--- src/rtl/uart_pkg.sv ---
// rtl/uart_pkg.sv - state encoding and baud helper shared by the UART transmit and receive paths
package uart_pkg;

  localparam logic [1:0] IDLE  = 2'd0;
  localparam logic [1:0] START = 2'd1;
  localparam logic [1:0] DATA  = 2'd2;
  localparam logic [1:0] STOP  = 2'd3;

  // Clock cycles per bit, rounded to nearest so the baud error stays symmetric.
  function automatic int clks_per_bit(input int clk_freq, input int baud);
    return (clk_freq + baud / 2) / baud;
  endfunction

endpackage

--- src/rtl/uart_tx_if.sv ---
// rtl/uart_tx_if.sv - byte handshake between an upstream producer and the UART transmitter
interface uart_tx_if;

  logic [7:0] tx_data;
  logic       tx_valid;
  logic       tx_ready;

  modport master (output tx_data, output tx_valid, input  tx_ready);
  modport slave  (input  tx_data, input  tx_valid, output tx_ready);

endinterface

--- src/rtl/uart_baud_cnt.sv ---
// rtl/uart_baud_cnt.sv - per-bit cycle counter with clear/enable and a bit_done pulse
module uart_baud_cnt #(
  parameter int CLKS_PER_BIT = 10
) (
  input  logic clk_i,
  input  logic rst_ni,
  input  logic clr_i,
  input  logic en_i,
  output logic bit_done_o
);

  localparam int CNT_W = (CLKS_PER_BIT > 1) ? $clog2(CLKS_PER_BIT) : 1;
  localparam logic [CNT_W-1:0] LAST = CNT_W'(CLKS_PER_BIT - 1);

  logic [CNT_W-1:0] cnt_q, cnt_d;

  assign bit_done_o = en_i && (cnt_q == LAST);

  // Wrapping on bit_done keeps every bit exactly CLKS_PER_BIT cycles long.
  always_comb begin
    cnt_d = cnt_q;
    if (clr_i || bit_done_o) begin
      cnt_d = '0;
    end else if (en_i) begin
      cnt_d = cnt_q + CNT_W'(1);
    end
  end

  always_ff @(posedge clk_i) begin
    if (!rst_ni) begin
      cnt_q <= '0;
    end else begin
      cnt_q <= cnt_d;
    end
  end

endmodule

--- src/rtl/uart_tx.sv ---
// rtl/uart_tx.sv - 8N1 UART transmitter with valid/ready byte input and registered TX line
module uart_tx
  import uart_pkg::*;
#(
  parameter int CLK_FREQ = 50_000_000,
  parameter int BAUD     = 115200
) (
  input  logic      CLK50M,
  input  logic      RST_N,
  uart_tx_if.slave  up,
  output logic      TX,
  output logic      busy
);

  localparam int CLKS_PER_BIT = clks_per_bit(CLK_FREQ, BAUD);

  logic [1:0] state_q, state_d;
  logic [7:0] shift_q, shift_d;
  logic [2:0] bit_idx_q, bit_idx_d;
  logic       tx_q, tx_d;
  logic       accept;
  logic       bit_done;

  assign up.tx_ready = (state_q == IDLE);
  assign busy        = (state_q != IDLE);
  assign accept      = up.tx_valid && up.tx_ready;
  assign TX          = tx_q;

  uart_baud_cnt #(
    .CLKS_PER_BIT(CLKS_PER_BIT)
  ) u_baud (
    .clk_i      (CLK50M),
    .rst_ni     (RST_N),
    .clr_i      (accept),
    .en_i       (busy),
    .bit_done_o (bit_done)
  );

  // tx_d always carries the level of the bit that starts at the next edge.
  always_comb begin
    state_d   = state_q;
    shift_d   = shift_q;
    bit_idx_d = bit_idx_q;
    tx_d      = tx_q;
    case (state_q)
      IDLE: begin
        if (accept) begin
          state_d = START;
          shift_d = up.tx_data;
          tx_d    = 1'b0;
        end
      end
      START: begin
        if (bit_done) begin
          state_d   = DATA;
          bit_idx_d = 3'd0;
          tx_d      = shift_q[0];
        end
      end
      DATA: begin
        if (bit_done) begin
          shift_d   = {1'b0, shift_q[7:1]};
          bit_idx_d = bit_idx_q + 3'd1;
          if (bit_idx_q == 3'd7) begin
            state_d = STOP;
            tx_d    = 1'b1;
          end else begin
            tx_d    = shift_q[1];
          end
        end
      end
      STOP: begin
        if (bit_done) begin
          state_d = IDLE;
        end
      end
      default: begin
        state_d = IDLE;
        tx_d    = 1'b1;
      end
    endcase
  end

  always_ff @(posedge CLK50M) begin
    if (!RST_N) begin
      state_q   <= IDLE;
      shift_q   <= 8'd0;
      bit_idx_q <= 3'd0;
      tx_q      <= 1'b1;
    end else begin
      state_q   <= state_d;
      shift_q   <= shift_d;
      bit_idx_q <= bit_idx_d;
      tx_q      <= tx_d;
    end
  end

endmodule

--- src/flat_wrapper.sv ---
// flat-port wrapper written by rule: the top's interface ports become plain ports
module uart_tx_flat import uart_pkg::*;
#(
  parameter int CLK_FREQ = 50_000_000,
  parameter int BAUD     = 115200
)
  (CLK50M, RST_N, TX, busy, up_tx_data, up_tx_valid, up_tx_ready);
  uart_tx_if up_i ();
  input  logic CLK50M;
  input  logic RST_N;
  output logic TX;
  output logic busy;
  input wire logic [$bits(up_i.tx_data)-1:0] up_tx_data;
  input wire logic [$bits(up_i.tx_valid)-1:0] up_tx_valid;
  output wire logic [$bits(up_i.tx_ready)-1:0] up_tx_ready;
  assign up_i.tx_data = up_tx_data;
  assign up_i.tx_valid = up_tx_valid;
  assign up_tx_ready = up_i.tx_ready;
  uart_tx #(.CLK_FREQ(CLK_FREQ), .BAUD(BAUD)) u_core (.CLK50M(CLK50M), .RST_N(RST_N), .up(up_i), .TX(TX), .busy(busy));
endmodule
--- config.mk ---
export PLATFORM = sky130hd
export DESIGN_NAME = uart_tx_flat
export DESIGN_NICKNAME = d
export VERILOG_FILES = /design/src/rtl/uart_pkg.sv /design/src/rtl/uart_tx_if.sv /design/src/rtl/uart_baud_cnt.sv /design/src/rtl/uart_tx.sv /design/src/flat_wrapper.sv
export SDC_FILE = /design/constraint.sdc
export NUM_CORES = 1
export LEC_CHECK = 0
export ABC_AREA = 1
export ABC_CLOCK_PERIOD_IN_PS = 1800
export CAP_MARGIN = 20
export CELL_PAD_IN_SITES_DETAIL_PLACEMENT = 1
export CELL_PAD_IN_SITES_GLOBAL_PLACEMENT = 1
export CORE_MARGIN = 3
export CORE_UTILIZATION = 47
export CTS_BUF_LIST = sky130_fd_sc_hd__clkbuf_4 sky130_fd_sc_hd__clkbuf_8
export DETAILED_ROUTE_END_ITERATION = 8
export DONT_BUFFER_PORTS = 1
export PLACE_DENSITY = 0.79
export SYNTH_ARGS = -nofsm -noshare
export SYNTH_HDL_FRONTEND = slang
export SYNTH_SLANG_ARGS = --single-unit
--- constraint.sdc ---
create_clock -name CLK50M -period 1.8 [get_ports CLK50M]
set_input_delay 0.36 -clock CLK50M [delete_from_list [all_inputs] [get_ports CLK50M]]
set_output_delay 0.36 -clock CLK50M [all_outputs]
set_load 0.03 [all_outputs]
==> flow_summary.json, run 1 <==
{
  "status": "finished, final reports clean",
  "clock_sinks": 23,
  "hold_viol": 0,
  "crit_start": "u_core.state_q[0]",
  "synth_fp_nets": 198,
  "max_slew.worst_pin.slew_ns": 0.372,
  "drive_above_1_share_pct": 16.2,
  "root_buffer": "clkbuf_4",
  "dieHeight_um": 58.1,
  "cpMaxStageDelayCell": "dfxtp_2",
  "fp-row-count": 18,
  "routed_via_density": 5.29,
  "cts.path.max_buffers": 2,
  "wl_per_cell_um": 14.0,
  "cts_tree": "yes",
  "slowest_delay_ns": 0.37,
  "setup.worst_path.class": "flop to output port",
  "grt_antenna_before_repair": 0,
  "maxCapViolCount": 0,
  "portBuffers": 0,
  "syn_inst": 178,
  "synth_seq_cells": 23,
  "synth_top_area_share_pct": 36.0,
  "post_dp_cell_area_um2": 1340,
  "grt_setup_unrepaired": "false",
  "critPathRequiredTime_ns": 1.44,
  "final-seq-area_um2": 463,
  "crit_chain": "inv_1 -> ha_4 -> inv_4 -> buf_4",
  "worst_skew_pair.late_latency_ns": 0.31,
  "cp_num_buf_inv": 3,
  "synth.largest_area_cell": "dfxtp_1",
  "multiInputGateArea_um2": 757,
  "p_per_area_nw_per_um2": 1550,
  "avgSynthCellArea_um2": 7.18,
  "dr.pass1.iters": 4,
  "final_area_um2": 1400,
  "drc": 0,
  "timing.rr.start": "u_core.state_q[0]",
  "ir_worst_vdd_mv": 0.781,
  "holdCritStartpoint": "RST_N",
  "worstPathMaxFanout": 8,
  "finalSetupViolations": 0,
  "dp_hpwl_um": 2410,
  "start_kind": "flop",
  "start_util_pct": 50.6,
  "gp_congestion": 0.774,
  "synthTopCellsByArea": "dfxtp_1 (36%), nand2_1 (16%), ha_1 (8.8%)",
  "final_common_cell": "nand2_1",
  "core_um2": 2520,
  "antennaDiodeCount": 0,
  "grt_max_degree": 13,
  "critPathTopFamily": "buffers and inverters",
  "grt_first_pass_wirelength_um": 5410,
  "die_x_um": 58.1,
  "ys_types": 26,
  "power.leakage_nw": 0.626,
  "setup_tns_ns": 0,
  "fmax_mhz": 603,
  "area_growth_pct": 9.79,
  "slew_violations": 0,
  "grtUsageTotal_pct": 20.4,
  "routed_wl_um": 3010,
  "slew_headroom_pct": 75.2,
  "synth_warnings": 0,
  "clk_pin_slew_ns": 0.12,
  "first_global_vias": 1218,
  "ys_seq_area_share_pct": 36.0,
  "io-pin-count": 14,
  "vias": 1138,
  "grt_overflow": 0,
  "cp.arrival_ns": 1.30,
  "period_minus_slack_ns": 1.66,
  "ant_nets": 0,
  "period_share_pct": 92.1,
  "first_iter_violations": 40,
  "synthesis.area_um2": 1280,
  "holdBufCountCts": 0,
  "htree_levels": 1,
  "fillCellCount": 346,
  "layout_common_cells": "nand2_1 (53), dfxtp_1 (21), nor2_1 (18), a21oi_1 (16), inv_1 (15)",
  "worstSetupEndpointType": "output port",
  "hold_class": "input pin to flop",
  "die_area_um2": 3380,
  "fin_nets": 206,
  "cts_made_buffers": 3,
  "clock_skew_ns": 0.00770
}
-- layer usage --
layer	wire length, um	vias to the layer above	GRT usage, %
li1	-	582	-
met1	1410	537	26.3
met2	1460	14	35.5
met3	92	5	2.23
met4	39	0	6.62
met5	0	-	0
-- registers in the layout, indices dropped and copies added (netlist names) --
register,flops
u_core.state_q,2
u_core.shift_q,8
u_core.bit_idx_q,3
u_core.u_baud.cnt_q,9
u_core.TX,1
-- cells in the mapped netlist (all sizes together) --
master / n
a21oi: 17
a31oi: 1
buf: 2
clkbuf: 1
dfxtp: 23
ha: 9
inv: 18
nand2: 58
nand3: 15
nand4: 2
nor2: 21
nor3: 3
nor3b: 1
o21ai: 1
o21bai: 1
o22ai: 1
or2: 1
xor2: 3
-- metrics by stage --
step	util, %	cells	worst slack [ns]	hold slack, ns	power (mW)
5_1_grt	55.6	215	0.0570	0.124	2.37
4_1_cts	54.5	214	0.0419	0.116	2.14
6_report	55.6	215	0.143	0.119	2.17
3_3_place_gp	53.1	210	0.129	0.448	1.79
3_5_place_dp	53.1	210	0.000701	0.453	1.86
2_1_floorplan	-	178	0.0262	0.440	1.55
-- what timing repair did --
item | 4_1_cts | 5_1_grt
gates resized for setup | 2 | 5
pin swaps | 0 | 0
setup endpoints to repair | 10 | 11
setup buffers | 0 | 1
-- cell families (layout without fill, tap and decap cells) --
| kind of cell | count (synthesis) | count (layout) | synth area share [%] |
|---|---|---|---|
| AND/OR/NAND/NOR | 101 | 101 | 37.2 |
| flip-flops | 23 | 23 | 36.0 |
| AO/OA/AOI/OAI | 21 | 21 | 9.50 |
| buffers and inverters | 21 | 28 | 6.37 |
| adder cells (fa/ha/maj) | 9 | 9 | 8.82 |
| XOR/XNOR | 3 | 3 | 2.06 |
-- power by group --
group	total [mW]	internal, mW	switching [mW]
Clock	0.254	0.102	0.152
Sequential	0.709	0.620	0.0887
Combinational	1.21	0.433	0.772
-- worst paths after layout --
check                       to  slack, ns  cells past startpoint
max                       busy       0.14                      4
min                  u_core.TX       0.12                      1
max reg2reg  u_core.shift_q[2]       0.18                      7
min reg2reg  u_core.shift_q[5]       0.47                      2
-- cell type report --
| class | instances | share of cell area (%) |
|---|---|---|
| well taps | 30 | 2.68 |
| flip-flops and latches | 23 | 33.0 |
| multi-input cells | 134 | 54.0 |
| clock buffers | 4 | 2.14 |
| inverters | 18 | 5.00 |
| repair buffers | 6 | 3.21 |
Note: power is estimated with default switching activity, not from simulation.
==> run 2, diff against run 1 <==
==> constraint.sdc (replaced) <==
create_clock -name CLK50M -period 1.8 [get_ports CLK50M]
set_input_delay 0.09 -clock CLK50M [delete_from_list [all_inputs] [get_ports CLK50M]]
set_output_delay 0.09 -clock CLK50M [all_outputs]
set_load 0.03 [all_outputs]
==> flow_summary.json, run 2 (same netlist as run 1, synthesis figures left out) <==
{
  "post_dp_cell_area_um2": 1340,
  "setup.worst_path.class": "flop to flop",
  "timing.rr.start": "u_core.state_q[0]",
  "r2r-end": "u_core.shift_q[7]",
  "place_ws_ns": 0.000701,
  "setup_ws_ns": 0.148,
  "fillCellCount": 342,
  "grt_overflow": 0,
  "area_growth_pct": 10.6,
  "clock_skew_ns": 0.00690,
  "dp_hpwl_um": 2410,
  "max_slew.worst_pin.slew_ns": 0.368,
  "p_per_area_nw_per_um2": 1520,
  "die_x_um": 58.1,
  "worstSetupEndpointType": "flop",
  "cts_tree": "yes",
  "sw_frac_of_total_pct": 47.3,
  "cts_made_buffers": 3,
  "core_um2": 2520,
  "power.switching_mw": 1.02,
  "clock_sinks": 23,
  "holdPathEnd": "u_core.shift_q[5]",
  "final_area_um2": 1410,
  "io-pin-count": 14,
  "ant_nets": 0,
  "r2r.worst_path.cells": 8,
  "routed_via_density": 5.31,
  "combPwrFrac_pct": 55.2,
  "hold_viol": 0,
  "start_kind": "flop",
  "cts.path.max_buffers": 2,
  "first_global_vias": 1241,
  "whs_ns": 0.0287,
  "maxCapViolCount": 0,
  "antennaDiodeCount": 0,
  "cp.arrival_ns": 1.90,
  "ir_worst_vdd_mv": 0.780,
  "clk_pin_slew_ns": 0.13,
  "pwr-share-clk_pct": 11.8,
  "power.leakage_nw": 0.633,
  "wl_per_cell_um": 14.5,
  "hold_class": "input pin to flop",
  "p_seq_share_pct": 33.0,
  "dieHeight_um": 58.1,
  "post-place-cells": 210,
  "grt_max_degree": 13,
  "r2r_slack_ns": 0.15,
  "grt_antenna_before_repair": 0,
  "dr.pass1.iters": 4,
  "gp_congestion": 0.774,
  "vias": 1152,
  "slew_headroom_pct": 75.4,
  "setup_tns_ns": 0,
  "layout_common_cells": "nand2_1 (53), dfxtp_1 (21), nor2_1 (18), a21oi_1 (16), inv_1 (15)",
  "p_int_mw": 1.13,
  "largest_register": "u_core.u_baud.cnt_q",
  "portBuffers": 0,
  "start_util_pct": 50.6,
  "final_common_cell": "nand2_1",
  "fp-row-count": 18,
  "final-instance-count-excl-fill": 217,
  "largest_reg_flops": 9,
  "finalSetupViolations": 0,
  "htree_levels": 1,
  "worstPathMaxFanout": 9,
  "reg_top3": "u_core.u_baud.cnt_q x9, u_core.shift_q x8, u_core.bit_idx_q x3",
  "status": "finished, final reports clean",
  "worst_skew_pair.late_latency_ns": 0.31,
  "fmax_mhz": 605,
  "grt_setup_unrepaired": "false",
  "die_area_um2": 3380,
  "drc": 0,
  "period_share_pct": 91.8,
  "period_minus_slack_ns": 1.65,
  "root_buffer": "clkbuf_4",
  "critPathRequiredTime_ns": 2.05,
  "grtUsageTotal_pct": 20.9,
  "grt_first_pass_wirelength_um": 5500,
  "holdCritStartpoint": "up_tx_data[5]",
  "first_iter_violations": 38,
  "min_path_cells": 4,
  "drive_above_1_share_pct": 16.0,
  "fin_nets": 208,
  "slew_violations": 0,
  "routed_wl_um": 3150
}
## run 2: cell types whose count changed in the layout (fill, tap and decap cells not counted)
| cell | previous run | this run |
|---|---|---|
| dlygate4sd3_1 | 0 | 2 |
| ha_2 | 1 | 2 |
| ha_4 | 1 | 0 |
## run 2: how the worst max path moves through the flow
stage / start / slack, ns / cells after the start / to
4_1_cts: u_core.state_q[0] / 0.02 / 7 / u_core.u_baud.cnt_q[7]
5_1_grt: u_core.state_q[0] / 0.02 / 10 / u_core.u_baud.cnt_q[8]
3_5_place_dp: u_core.state_q[0] / 0.0007 / 8 / u_core.shift_q[2]
6_report: u_core.state_q[0] / 0.15 / 8 / u_core.shift_q[7]
2_1_floorplan: u_core.state_q[0] / 0.03 / 10 / u_core.u_baud.cnt_q[8]
3_3_place_gp: u_core.state_q[0] / 0.13 / 8 / u_core.shift_q[7]
## run 2: critical path, stage by stage (launching register included)
cell and delay (ns):
dfxtp_2 0.35, inv_1 0.14, ha_2 0.30, inv_4 0.10, nor2_1 0.25, a21oi_4 0.12
nand2_4 0.13, nand2_1 0.08, a21oi_1 0.13
## run 2: per-stage QoR
step | utilization, % | power (mW)
floorplan | - | 1.55
global placement | 53.1 | 1.79
detailed placement | 53.1 | 1.86
CTS | 55.4 | 2.14
global route | 56.0 | 2.34
finish | 56.0 | 2.15
## run 2: layout make-up
type,count,area [um2],share of cell area [%]
clock buffer,4,30.0,2.13
tap,30,37.5,2.66
timing repair buffer,8,65.1,4.61
multi-input combinational,134,747,52.9
inverter,18,70.1,4.96
sequential,23,463,32.8
## run 2: power by group through the flow
stage               combinational (mW)  sequential, mW  clock, mW
CTS                               1.17           0.704      0.268
finish                            1.19           0.710      0.254
floorplan                        0.852           0.696          0
global placement                  1.08           0.706          0
detailed placement                1.14           0.715          0
global route                      1.34           0.726      0.280
## run 2: routing by layer
layer / up-vias / wire, um / share of wire, % / global-route usage [%]
met5: - / 0 / 0 / 0
met4: 0 / 66 / 2.1 / 8.61
met3: 9 / 116 / 3.7 / 2.67
met2: 22 / 1550 / 49 / 36.6
met1: 535 / 1420 / 45 / 25.7
li1: 586 / - / - / -
## run 2: repair_timing
action                                  CTS  global route
endpoints found under the hold margin     5             0
endpoints found under the setup margin    9            19
buffers inserted                          0             1
resized for setup                         2             4
hold buffers                              2             0
